===== config.mk =====
export PLATFORM = sky130hd
export DESIGN_NAME = reflet_boot_loader
export DESIGN_NICKNAME = d
export VERILOG_FILES = /design/src/rtl/reflet_boot_loader.sv
export SDC_FILE = /design/constraint.sdc
export NUM_CORES = 1
export LEC_CHECK = 0
export CAP_MARGIN = 30
export CORE_MARGIN = 2
export CORE_UTILIZATION = 40
export CTS_BUF_LIST = sky130_fd_sc_hd__clkbuf_2
export CTS_CLUSTER_DIAMETER = 50
export DETAILED_ROUTE_END_ITERATION = 10
export HOLD_SLACK_MARGIN = 0.02
export SLEW_MARGIN = 40
export SYNTH_ARGS = -nofsm -noshare
export SYNTH_HDL_FRONTEND = slang
export SYNTH_SLANG_ARGS = --single-unit

===== constraint.sdc =====
create_clock -name clk -period 6.05 [get_ports clk]
set_input_delay 1.21 -clock clk [delete_from_list [all_inputs] [get_ports clk]]
set_output_delay 1.21 -clock clk [all_outputs]
set_load 0.1 [all_outputs]

===== src/rtl/reflet_boot_loader.sv =====
// Boot sequencer: holds the CPU in reset while a byte-stream image is written to instruction RAM.
// Optional trailing checksum word when REFLET_BOOT_CHECKSUM_EN is defined.
module reflet_boot_loader #(
    parameter int wordsize  = 8,
    parameter int addr_size = 7,
    parameter int mem_size  = 128
) (
    input  logic                 clk,
    input  logic                 reset,
    input  logic                 boot_skip,
    input  logic [7:0]           rx_data,
    input  logic                 rx_valid,
    output logic [addr_size-1:0] mem_addr,
    output logic [wordsize-1:0]  mem_data,
    output logic                 mem_write_en,
    output logic                 cpu_reset,
    output logic                 busy,
    output logic                 error
);

    localparam int BPW = (wordsize + 7) / 8;
    localparam int BIW = (BPW > 1) ? $clog2(BPW) : 1;
    localparam int AW  = BPW * 8;

    typedef enum logic [2:0] {
        S_WAIT_LEN,
        S_LOAD,
`ifdef REFLET_BOOT_CHECKSUM_EN
        S_CHECK,
`endif
        S_RUN,
        S_ERROR
    } state_t;

    // Where the image goes once its data words are in.
`ifdef REFLET_BOOT_CHECKSUM_EN
    localparam state_t S_DONE = S_CHECK;
`else
    localparam state_t S_DONE = S_RUN;
`endif

    state_t               r_state, w_state;
    logic                 r_got_lo, w_got_lo;
    logic [7:0]           r_len_lo, w_len_lo;
    logic [15:0]          r_len, w_len;
    logic [BIW-1:0]       r_byte_idx, w_byte_idx;
    logic [AW-1:0]        r_asm, w_asm;
    logic [15:0]          r_word_count, w_word_count;
    logic                 w_we;
    logic [addr_size-1:0] w_addr;
    logic [wordsize-1:0]  w_data;
    logic [AW-1:0]        w_cur;
    logic                 w_last;
    logic [15:0]          w_len_rx;
`ifdef REFLET_BOOT_CHECKSUM_EN
    logic [wordsize-1:0]  r_sum, w_sum;
`endif

    assign w_len_rx = {rx_data, r_len_lo};
    assign w_last   = (r_byte_idx == BIW'(BPW - 1));

    // Partial word with the incoming byte dropped into its little-endian slot.
    always_comb begin
        w_cur = r_asm;
        for (int i = 0; i < BPW; i++) begin
            if (r_byte_idx == BIW'(i)) begin
                w_cur[8*i +: 8] = rx_data;
            end
        end
    end

    always_comb begin
        w_state      = r_state;
        w_got_lo     = r_got_lo;
        w_len_lo     = r_len_lo;
        w_len        = r_len;
        w_byte_idx   = r_byte_idx;
        w_asm        = r_asm;
        w_word_count = r_word_count;
        w_we         = 1'b0;
        w_addr       = mem_addr;
        w_data       = mem_data;
`ifdef REFLET_BOOT_CHECKSUM_EN
        w_sum        = r_sum;
`endif
        unique case (r_state)
            S_WAIT_LEN: begin
                if (boot_skip && !r_got_lo) begin
                    w_state = S_RUN;
                end else if (rx_valid) begin
                    if (!r_got_lo) begin
                        w_got_lo = 1'b1;
                        w_len_lo = rx_data;
                    end else begin
                        w_len = w_len_rx;
                        if (w_len_rx == 16'd0) begin
                            w_state = S_DONE;
                        end else if ({16'd0, w_len_rx} > 32'(mem_size)) begin
                            w_state = S_ERROR;
                        end else begin
                            w_state = S_LOAD;
                        end
                    end
                end
            end
            S_LOAD: begin
                if (rx_valid) begin
                    if (w_last) begin
                        w_we         = 1'b1;
                        w_addr       = addr_size'(r_word_count);
                        w_data       = w_cur[wordsize-1:0];
                        w_word_count = r_word_count + 16'd1;
                        w_byte_idx   = '0;
                        w_asm        = '0;
`ifdef REFLET_BOOT_CHECKSUM_EN
                        w_sum        = r_sum + w_cur[wordsize-1:0];
`endif
                        if (r_word_count + 16'd1 == r_len) begin
                            w_state = S_DONE;
                        end
                    end else begin
                        w_asm      = w_cur;
                        w_byte_idx = r_byte_idx + BIW'(1);
                    end
                end
            end
`ifdef REFLET_BOOT_CHECKSUM_EN
            S_CHECK: begin
                if (rx_valid) begin
                    if (w_last) begin
                        w_byte_idx = '0;
                        w_asm      = '0;
                        w_state    = (w_cur[wordsize-1:0] == r_sum) ? S_RUN : S_ERROR;
                    end else begin
                        w_asm      = w_cur;
                        w_byte_idx = r_byte_idx + BIW'(1);
                    end
                end
            end
`endif
            default: begin
            end
        endcase
    end

    always_ff @(posedge clk or negedge reset) begin
        if (!reset) begin
            r_state      <= S_WAIT_LEN;
            r_got_lo     <= 1'b0;
            r_len_lo     <= '0;
            r_len        <= '0;
            r_byte_idx   <= '0;
            r_asm        <= '0;
            r_word_count <= '0;
            mem_write_en <= 1'b0;
            mem_addr     <= '0;
            mem_data     <= '0;
            cpu_reset    <= 1'b0;
            busy         <= 1'b1;
            error        <= 1'b0;
`ifdef REFLET_BOOT_CHECKSUM_EN
            r_sum        <= '0;
`endif
        end else begin
            r_state      <= w_state;
            r_got_lo     <= w_got_lo;
            r_len_lo     <= w_len_lo;
            r_len        <= w_len;
            r_byte_idx   <= w_byte_idx;
            r_asm        <= w_asm;
            r_word_count <= w_word_count;
            mem_write_en <= w_we;
            mem_addr     <= w_addr;
            mem_data     <= w_data;
            cpu_reset    <= (w_state == S_RUN);
            busy         <= (w_state != S_RUN) && (w_state != S_ERROR);
            error        <= (w_state == S_ERROR);
`ifdef REFLET_BOOT_CHECKSUM_EN
            r_sum        <= w_sum;
`endif
        end
    end

endmodule


# Word-level counts from Yosys, hierarchy flattened
# Index checks and enable logic that the tools add are counted.
[totals]
word_cells = 50
mem_bits_rw = 0
latch_bits = 0
romBits = 0
in_bits = 12
regBits = 72
n_memories = 0
[classes]
magnitude_cmp = 1
bitwise = 3
n_eq_ne = 6
n_shift = 0
n_mul = 0
muxes = 15
n_reduce_logical = 10
add_sub_neg = 2
div_mod_pow = 0
[ops]
columns = ["cell", "n"]
rows = [
  ["$mux 3", 6],
  ["$add 16x1->16 const B", 1],
  ["$eq 16x16->1", 1],
  ["$gt 16x8->1 const B", 1],
  ["$logic_not 16->1", 1],
  ["$mux 8", 2],
  ["$reduce_and 4->1", 2],
  ["$eq 3x2->1 const B", 2],
  ["$ne 3x2->1 const B", 2],
  ["$pmux 3 s2", 1],
  ["$reduce_and 3->1", 2],
  ["$mux 1", 4],
  ["$mux 2", 2],
  ["$eq 3x1->1 const B", 1],
  ["$logic_not 3->1", 1],
  ["$not 1->1", 3],
  ["$logic_and 1x1->1", 2],
  ["$reduce_and 2->1", 1],
  ["$add 1x1->1 const B", 1],
  ["$logic_not 1->1", 1],
]

# Longest topological paths before layout
# Gate-level depths: netlist of run 1.
[depth]
depth_word = 9
depth_mapped = 7
mapped_depth_nobuf = 7

# Worst setup path after synthesis of run 1
# No wires, ideal clock.
[synth_path]
path_kind = "in2reg"
start = "input rx_valid"
end = "register r_len[10]"
cell_stages = 4
arrival_time_ps = 2393
setup_time_ps = 125
required_time_ps = 5925
n_path_buf = 1
setup_slack_ps = 3532
path_cell_list = "nor3b_1 > nand3_1 > clkbuf_1 > mux2_2"
[synth_between]
elab_chain_cells = 1
[synth_lines]
columns = ["item", "line", "rtl"]
rows = [
  ["start: declaration", "12", "input logic rx_valid,"],
  ["$reduce_and 4->1 (no line)", "--", ""],
  ["end signal: assignment", "168", "r_len <= w_len;"],
  ["end: declaration", "45", "logic [15:0] r_len, w_len;"],
]
# Every way passes these cells.
# A chain may end at the register's enable or synchronous reset.

# Worst setup path after layout of run 1
[layout_path]
start = "input rx_valid"
end = "register cpu_reset"
[layout_between]
elab_chain_cells = 4
elab_cells_between_ends = 5
[layout_lines]
columns = ["item", "line", "rtl"]
rows = [
  ["$mux 3", "90", "end else if (rx_valid) begin"],
  ["$mux 3", "88", "if (boot_skip && !r_got_lo) begin"],
  ["$pmux 3 s2 (*)", "86", "unique case (r_state)"],
  ["$eq 3x2->1 (*)", "175", "cpu_reset <= (w_state == S_RUN);"],
  ["end signal: assignment", "175", ""],
  ["end: declaration", "16", "output logic cpu_reset,"],
]
# Mark *: on every way between the ends. The rest lies on a longest branch, timed or not.

==> flow_summary.yaml, run 1 <==
critical_path:
  required_ns: 6.45
  cpPeakStageDelay_ns: 0.64
  critPathArrivalTime_ns: 3.57
  slowest_stage: "nand3_1"
  crit_chain: "clkdlybuf4s50_1 -> nor3b_1 -> nand3_1 -> a31o_2 -> and2_1 -> inv_1 -> o21ai_0"
  rrSetupSlack_ns: 3.50
  worstSetupPathType: "in -> reg"
  cp-end-kind: "flip-flop"
  crit_path_max_fanout: 17
  r2r_cells: 7
  r2r_start: "r_word_count[0]"
  worstSetupStartpointType: "primary input"
  reg2reg_to: "busy"
power:
  powerDensity_nw_per_um2: 360
  vdd_ir_drop_max_uv: 321
  power.leakage_nw: 1.62
logic_synthesis:
  ys_seq_area_frac: 0.522
  synth_edf_count: 0
  synth_ff_type: "dfrtp_1"
  synthTopCellsByArea: "dfrtp_1 (51%), mux2_2 (8.9%), nand2_1 (7.5%), xnor2_1 (6.7%), xor2_1 (3.5%)"
  synth_nets: 302
  syn-mean-instance-area_um2: 10.5
  ys.warnings.count: 0
  ys_types: 45
  synth_area_um2: 3020
  synth_top_area_share: 0.514
  synth_top_area_cell: "dfrtp_1"
  ys_ff_latch: 63
  syn-instance-count: 289
  synth-async-reset-ratio: 1.00
clock_tree:
  cts_tree: "built"
  root_buffer: "clkbuf_2"
  cts_made_buffers: 9
  clock_latency_ns: 0.51
  cts_resized: 0
  postCtsHoldBufs: 0
  cts_setup_buffers: 0
  htreeDepth: 3
  clk_pin_slew_ns: 0.17
  max-clock-path-buffers: 2
  clkSinkCount: 63
final_layout:
  final_cell_mix: "dfrtp_1 (62), nand2_1 (60), mux2_2 (24)"
  stdcell_count: 423
  area_growth_syn_to_layout_pct: 14.5
  fin_nets: 332
  diodes: 0
  final_common_cell: "dfrtp_1"
  drive_gt1_frac: 0.219
sta:
  finalHoldViolations: 0
  finalClockSkew_ns: 0.0168
  slew_headroom: 0.490
  rsz0062_at_grt: "no"
  setup_tns_ns: 0
  period_needed_ns: 3.17
  setup-violations-final: 0
  tightestPinTransition_ns: 0.763
  maxSlewViolCount: 0
  fmax_ghz: 0.316
  fin_crit_sh: 0.524
worst_hold_path:
  min_from: "mem_addr[6]"
  holdPathEnd: "mem_addr[6]"
  holdCritPathClass: "reg -> reg"
  worstHoldPathCells: 2
placed_design:
  io_buffers: 30
  hpwl_mm: 4.68
  placed_cells: 407
  gp_congestion: 0.824
route:
  avgRoutedWirePerCell_um: 15.4
  drtIter0Drc: 143
  ant_nets: 0
  drc: 0
  vias: 2175
  wl_mm: 6.51
  vias_per_cell: 5.14
  firstDrtPassIters: 4
floorplanning:
  io_pins: 31
  core.rowCount: 31
  core_um2: 7290
  die_area_um2: 8260
  die_h_um: 90.9
  die_w_um: 90.9
  initial_core_util: 0.414
global_routing:
  antenna_found_initial: 0
  grt_pass1_wl_mm: 11.0
  gr-total-overflow: 0
  grt_max_degree: 64
  grt_pass1_vias: 2102
  grt_usage: 0.172
run:
  maxCapViolCount: 0
status:
  status: "completed"
==> Yosys cell counts (2+ instances only) <==
master,n
a21oi_1,3
a31o_2,2
a41o_1,2
and2_1,2
buf_2,3
clkbuf_1,8
dfrtp_1,62
inv_1,6
mux2_2,24
nand2_1,60
nand3_1,11
nand4_1,7
nor2_1,13
nor2b_1,2
nor3_1,4
nor3b_1,2
nor4_1,6
o211ai_1,3
o21ai_0,6
or3_1,3
or4_1,3
xnor2_1,23
xor2_1,12
==> flip-flops by register name (all words and copies together) (netlist names), 3 cells and up <==
signal        count
r_len            16
r_word_count     16
mem_data          8
r_len_lo          8
mem_addr          7
r_state           3
==> final cells by class <==
class,instances,area [um^2]
clock buffer,9,45.0
clock inverter,7,97.6
fill,726,3830
inverter,7,26.3
multi-input combinational,206,1370
sequential,63,1580
tap,99,124
timing repair buffer,32,219
==> worst max-delay path: cells and delay by family <==
family	cells	cell delay, ns
buf+inv	2	0.57
simple gates	3	1.24
compound gates	2	0.54
==> through the flow <==
step                      hold WS [ns]  total power [W]  setup WS, ns   util  area [um^2]
after global placement           0.447         0.000979          2.42  0.466         3400
after detailed placement         0.458         0.000954          2.37  0.454         3310
after floorplan                  0.461         0.000866          3.53      -         3020
after CTS                        0.502          0.00126          2.89  0.474         3450
final                            0.494          0.00125          2.88  0.474         3460
after global routing             0.521          0.00131          2.68  0.474         3460
==> worst max-delay path by stage <==
stage | endpoint | start | depth (start not counted)
final | cpu_reset | rx_valid | 7
after global routing | cpu_reset | rx_valid | 7
after CTS | cpu_reset | rx_valid | 7
after detailed placement | cpu_reset | rx_valid | 7
after global placement | cpu_reset | rx_valid | 7
after floorplan | r_len[10] | rx_valid | 4
==> power by group <==
part           internal, W  leakage [nW]  switching [W]  total, W
combinational    0.0000948         0.708       0.000316  0.000410
sequential        0.000480         0.830      0.0000535  0.000534
clock             0.000137        0.0797       0.000165  0.000302
total             0.000712          1.62       0.000534   0.00125
==> metal layers <==
metal | up-vias | global-route usage | wire [um]
met4 | 0 | 0.0732 | 145
met5 | - | 0 | 0
met1 | 1052 | 0.235 | 3080
li1 | 1063 | - | -
met2 | 45 | 0.261 | 3020
met3 | 15 | 0.0409 | 264
==> cells by family (layout without fill, tap and decap cells) <==
kind of cell	count (synthesis)	after routing	synth area share
muxes	25	25	0.0928
DFF	63	63	0.522
and+or+nand+nor	124	124	0.205
AOI/OAI and AO/OA	21	21	0.0472
adders and majority gates	1	1	0.00414
xor gates and xnor gates	35	35	0.101
buffers and inverters	20	55	0.0273
No activity file was read; power rests on OpenSTA's default activity.
==> inputs of run 2 (changes only) <==
==> constraint.sdc (replaced) <==
create_clock -name clk -period 2.9 [get_ports clk]
set_input_delay 0.58 -clock clk [delete_from_list [all_inputs] [get_ports clk]]
set_output_delay 0.58 -clock clk [all_outputs]
set_load 0.1 [all_outputs]
==> run 2 against run 1 <==
Effect of this change:
- flip-flop and latch count is the same
- hold slack lost 0.37 ns
- combinational power up 120%
- setup slack worse by 2.5 ns
==> flow_summary.yaml, run 2 (synthesized netlist as in run 1, its figures left out) <==
critical_path:
  critPathArrivalTime_ns: 3.01
  r2r_start: "r_word_count[0]"
  required_ns: 3.35
  worstSetupPathType: "reg -> reg"
  worstSetupStartpointType: "flip-flop"
  reg2reg_to: "busy"
  cp_num_buf_inv: 0
  rrSetupSlack_ns: 0.33
  slowest_stage: "dfrtp_1"
  r2r_cells: 7
  crit_path_max_fanout: 8
  crit_chain: "ha_1 -> nand3_2 -> or4_1 -> a31oi_1 -> o211ai_1 -> or4_4 -> and2_4"
  critPathTopFamily: "simple AND/OR/NAND/NOR gates"
  cpPeakStageDelay_ns: 0.53
  cp-end-kind: "flip-flop"
power:
  vdd_ir_drop_max_uv: 521
  power.leakage_nw: 1.64
  powerDensity_nw_per_um2: 739
route:
  drc: 0
  drtIter0Drc: 167
  vias_per_cell: 5.12
  wl_mm: 6.53
  firstDrtPassIters: 5
  vias: 2198
  avgRoutedWirePerCell_um: 15.2
  ant_nets: 0
worst_hold_path:
  holdCritPathClass: "in -> async"
sta:
  fin_crit_sh: 0.885
  tightestPinTransition_ns: 0.556
  period_needed_ns: 2.57
  slew_headroom: 0.629
  setup-violations-final: 0
  rsz0062_at_grt: "no"
  finalClockSkew_ns: 0.0233
  fmax_ghz: 0.390
  setup_tns_ns: 0
  finalHoldViolations: 0
  maxSlewViolCount: 0
final_layout:
  fin_nets: 338
  final_common_cell: "dfrtp_1"
  diodes: 0
  final_cell_mix: "dfrtp_1 (62), nand2_1 (60), buf_4 (26)"
  drive_gt1_frac: 0.230
  stdcell_count: 429
  reg_top3: "r_len: 16 flops, r_word_count: 16 flops"
  area_growth_syn_to_layout_pct: 16.9
clock_tree:
  postCtsHoldBufs: 0
  htreeDepth: 3
  clk_pin_slew_ns: 0.19
  max-clock-path-buffers: 2
  cts_tree: "built"
  clkSinkCount: 63
  root_buffer: "clkbuf_2"
  cts_resized: 0
  cts_setup_buffers: 0
  clock_latency_ns: 0.50
  cts_made_buffers: 9
global_routing:
  busiest_layer: "met2"
  grt_usage: 0.171
  grtUsageMet3: 0.0367
  met2_usage: 0.260
  grt_pass1_wl_mm: 10.9
  grt_util_met1: 0.228
  antenna_found_initial: 0
  gr-total-overflow: 0
  grt_pass1_vias: 2160
  grt_max_degree: 64
run:
  maxCapViolCount: 0
floorplanning:
  die_area_um2: 8260
  io_pins: 31
  die_h_um: 90.9
  core.rowCount: 31
  die_w_um: 90.9
  core_um2: 7290
  initial_core_util: 0.414
placed_design:
  hpwl_mm: 4.68
  placed_cells: 413
  gp_congestion: 0.838
  io_buffers: 30
status:
  status: "completed"
==> run 2: cell count changes in the layout (fill, tap and decap cells not counted), sizes merged <==
| cell | delta |
|---|---|
| buf | +6 |
| clkinv | -1 |
| clkinvlp | +1 |
==> run 2: worst register-to-register path: stages (launching register included) <==
cell and delay, ns:
dfrtp_1 0.53, ha_1 0.33, nand3_2 0.20, or4_1 0.45
a31oi_1 0.16, o211ai_1 0.18, or4_4 0.53, and2_4 0.15
==> run 2: worst max path at each step <==
stage / from / endpoint / slack [ns] / depth (start not counted)
after floorplan: r_word_count[0] / busy / 0.66 / 7
after global placement: r_word_count[0] / busy / 0.38 / 7
after detailed placement: r_word_count[0] / busy / 0.36 / 7
after CTS: r_word_count[0] / busy / 0.33 / 7
after global routing: r_word_count[0] / busy / 0.17 / 7
final: r_word_count[0] / busy / 0.33 / 7
==> run 2: power by group <==
group	total, W	internal [W]	switching (W)
Sequential	0.00112	0.00100	0.000113
Combinational	0.000892	0.000234	0.000658
Clock	0.000602	0.000278	0.000324
Total	0.00261	0.00151	0.00109
==> run 2: metrics by stage <==
| stage | power (W) | worst slack [ns] | utilization | hold slack [ns] | instance area, um^2 |
|---|---|---|---|---|---|
| after detailed placement | 0.00203 | 0.357 | 0.466 | 0.442 | 3400 |
| after CTS | 0.00263 | 0.330 | 0.484 | 0.224 | 3530 |
| after floorplan | 0.00181 | 0.661 | - | 0.284 | 3020 |
| after global routing | 0.00275 | 0.172 | 0.484 | 0.138 | 3530 |
| final | 0.00261 | 0.334 | 0.484 | 0.122 | 3530 |
| after global placement | 0.00202 | 0.379 | 0.466 | 0.455 | 3400 |
==> run 2: area by class of cell <==
cell class	count	area (um^2)
clock buffer	9	45.0
clock inverter	7	87.6
fill	710	3760
inverter	7	26.3
multi-input combinational	206	1360
sequential	63	1580
tap	99	124
timing repair buffer	38	312
==> run 2: metal layers <==
metal  vias to the layer above  share of wire
met5                         -              0
met4                         0          0.032
met3                        17          0.037
met2                        51           0.46
met1                      1063           0.47
li1                       1067              -
==> inputs of run 3 (changes only) <==
--- a/config.mk
+++ b/config.mk
@@ -5,7 +5,7 @@
 export SDC_FILE = /design/constraint.sdc
 export NUM_CORES = 1
 export LEC_CHECK = 0
-export CAP_MARGIN = 30
+export CAP_MARGIN = 25
 export CORE_MARGIN = 2
 export CORE_UTILIZATION = 40
 export CTS_BUF_LIST = sky130_fd_sc_hd__clkbuf_2
==> results of run 3 <==
Same layout as run 2: the final DEF is identical, and so are final timing and power.
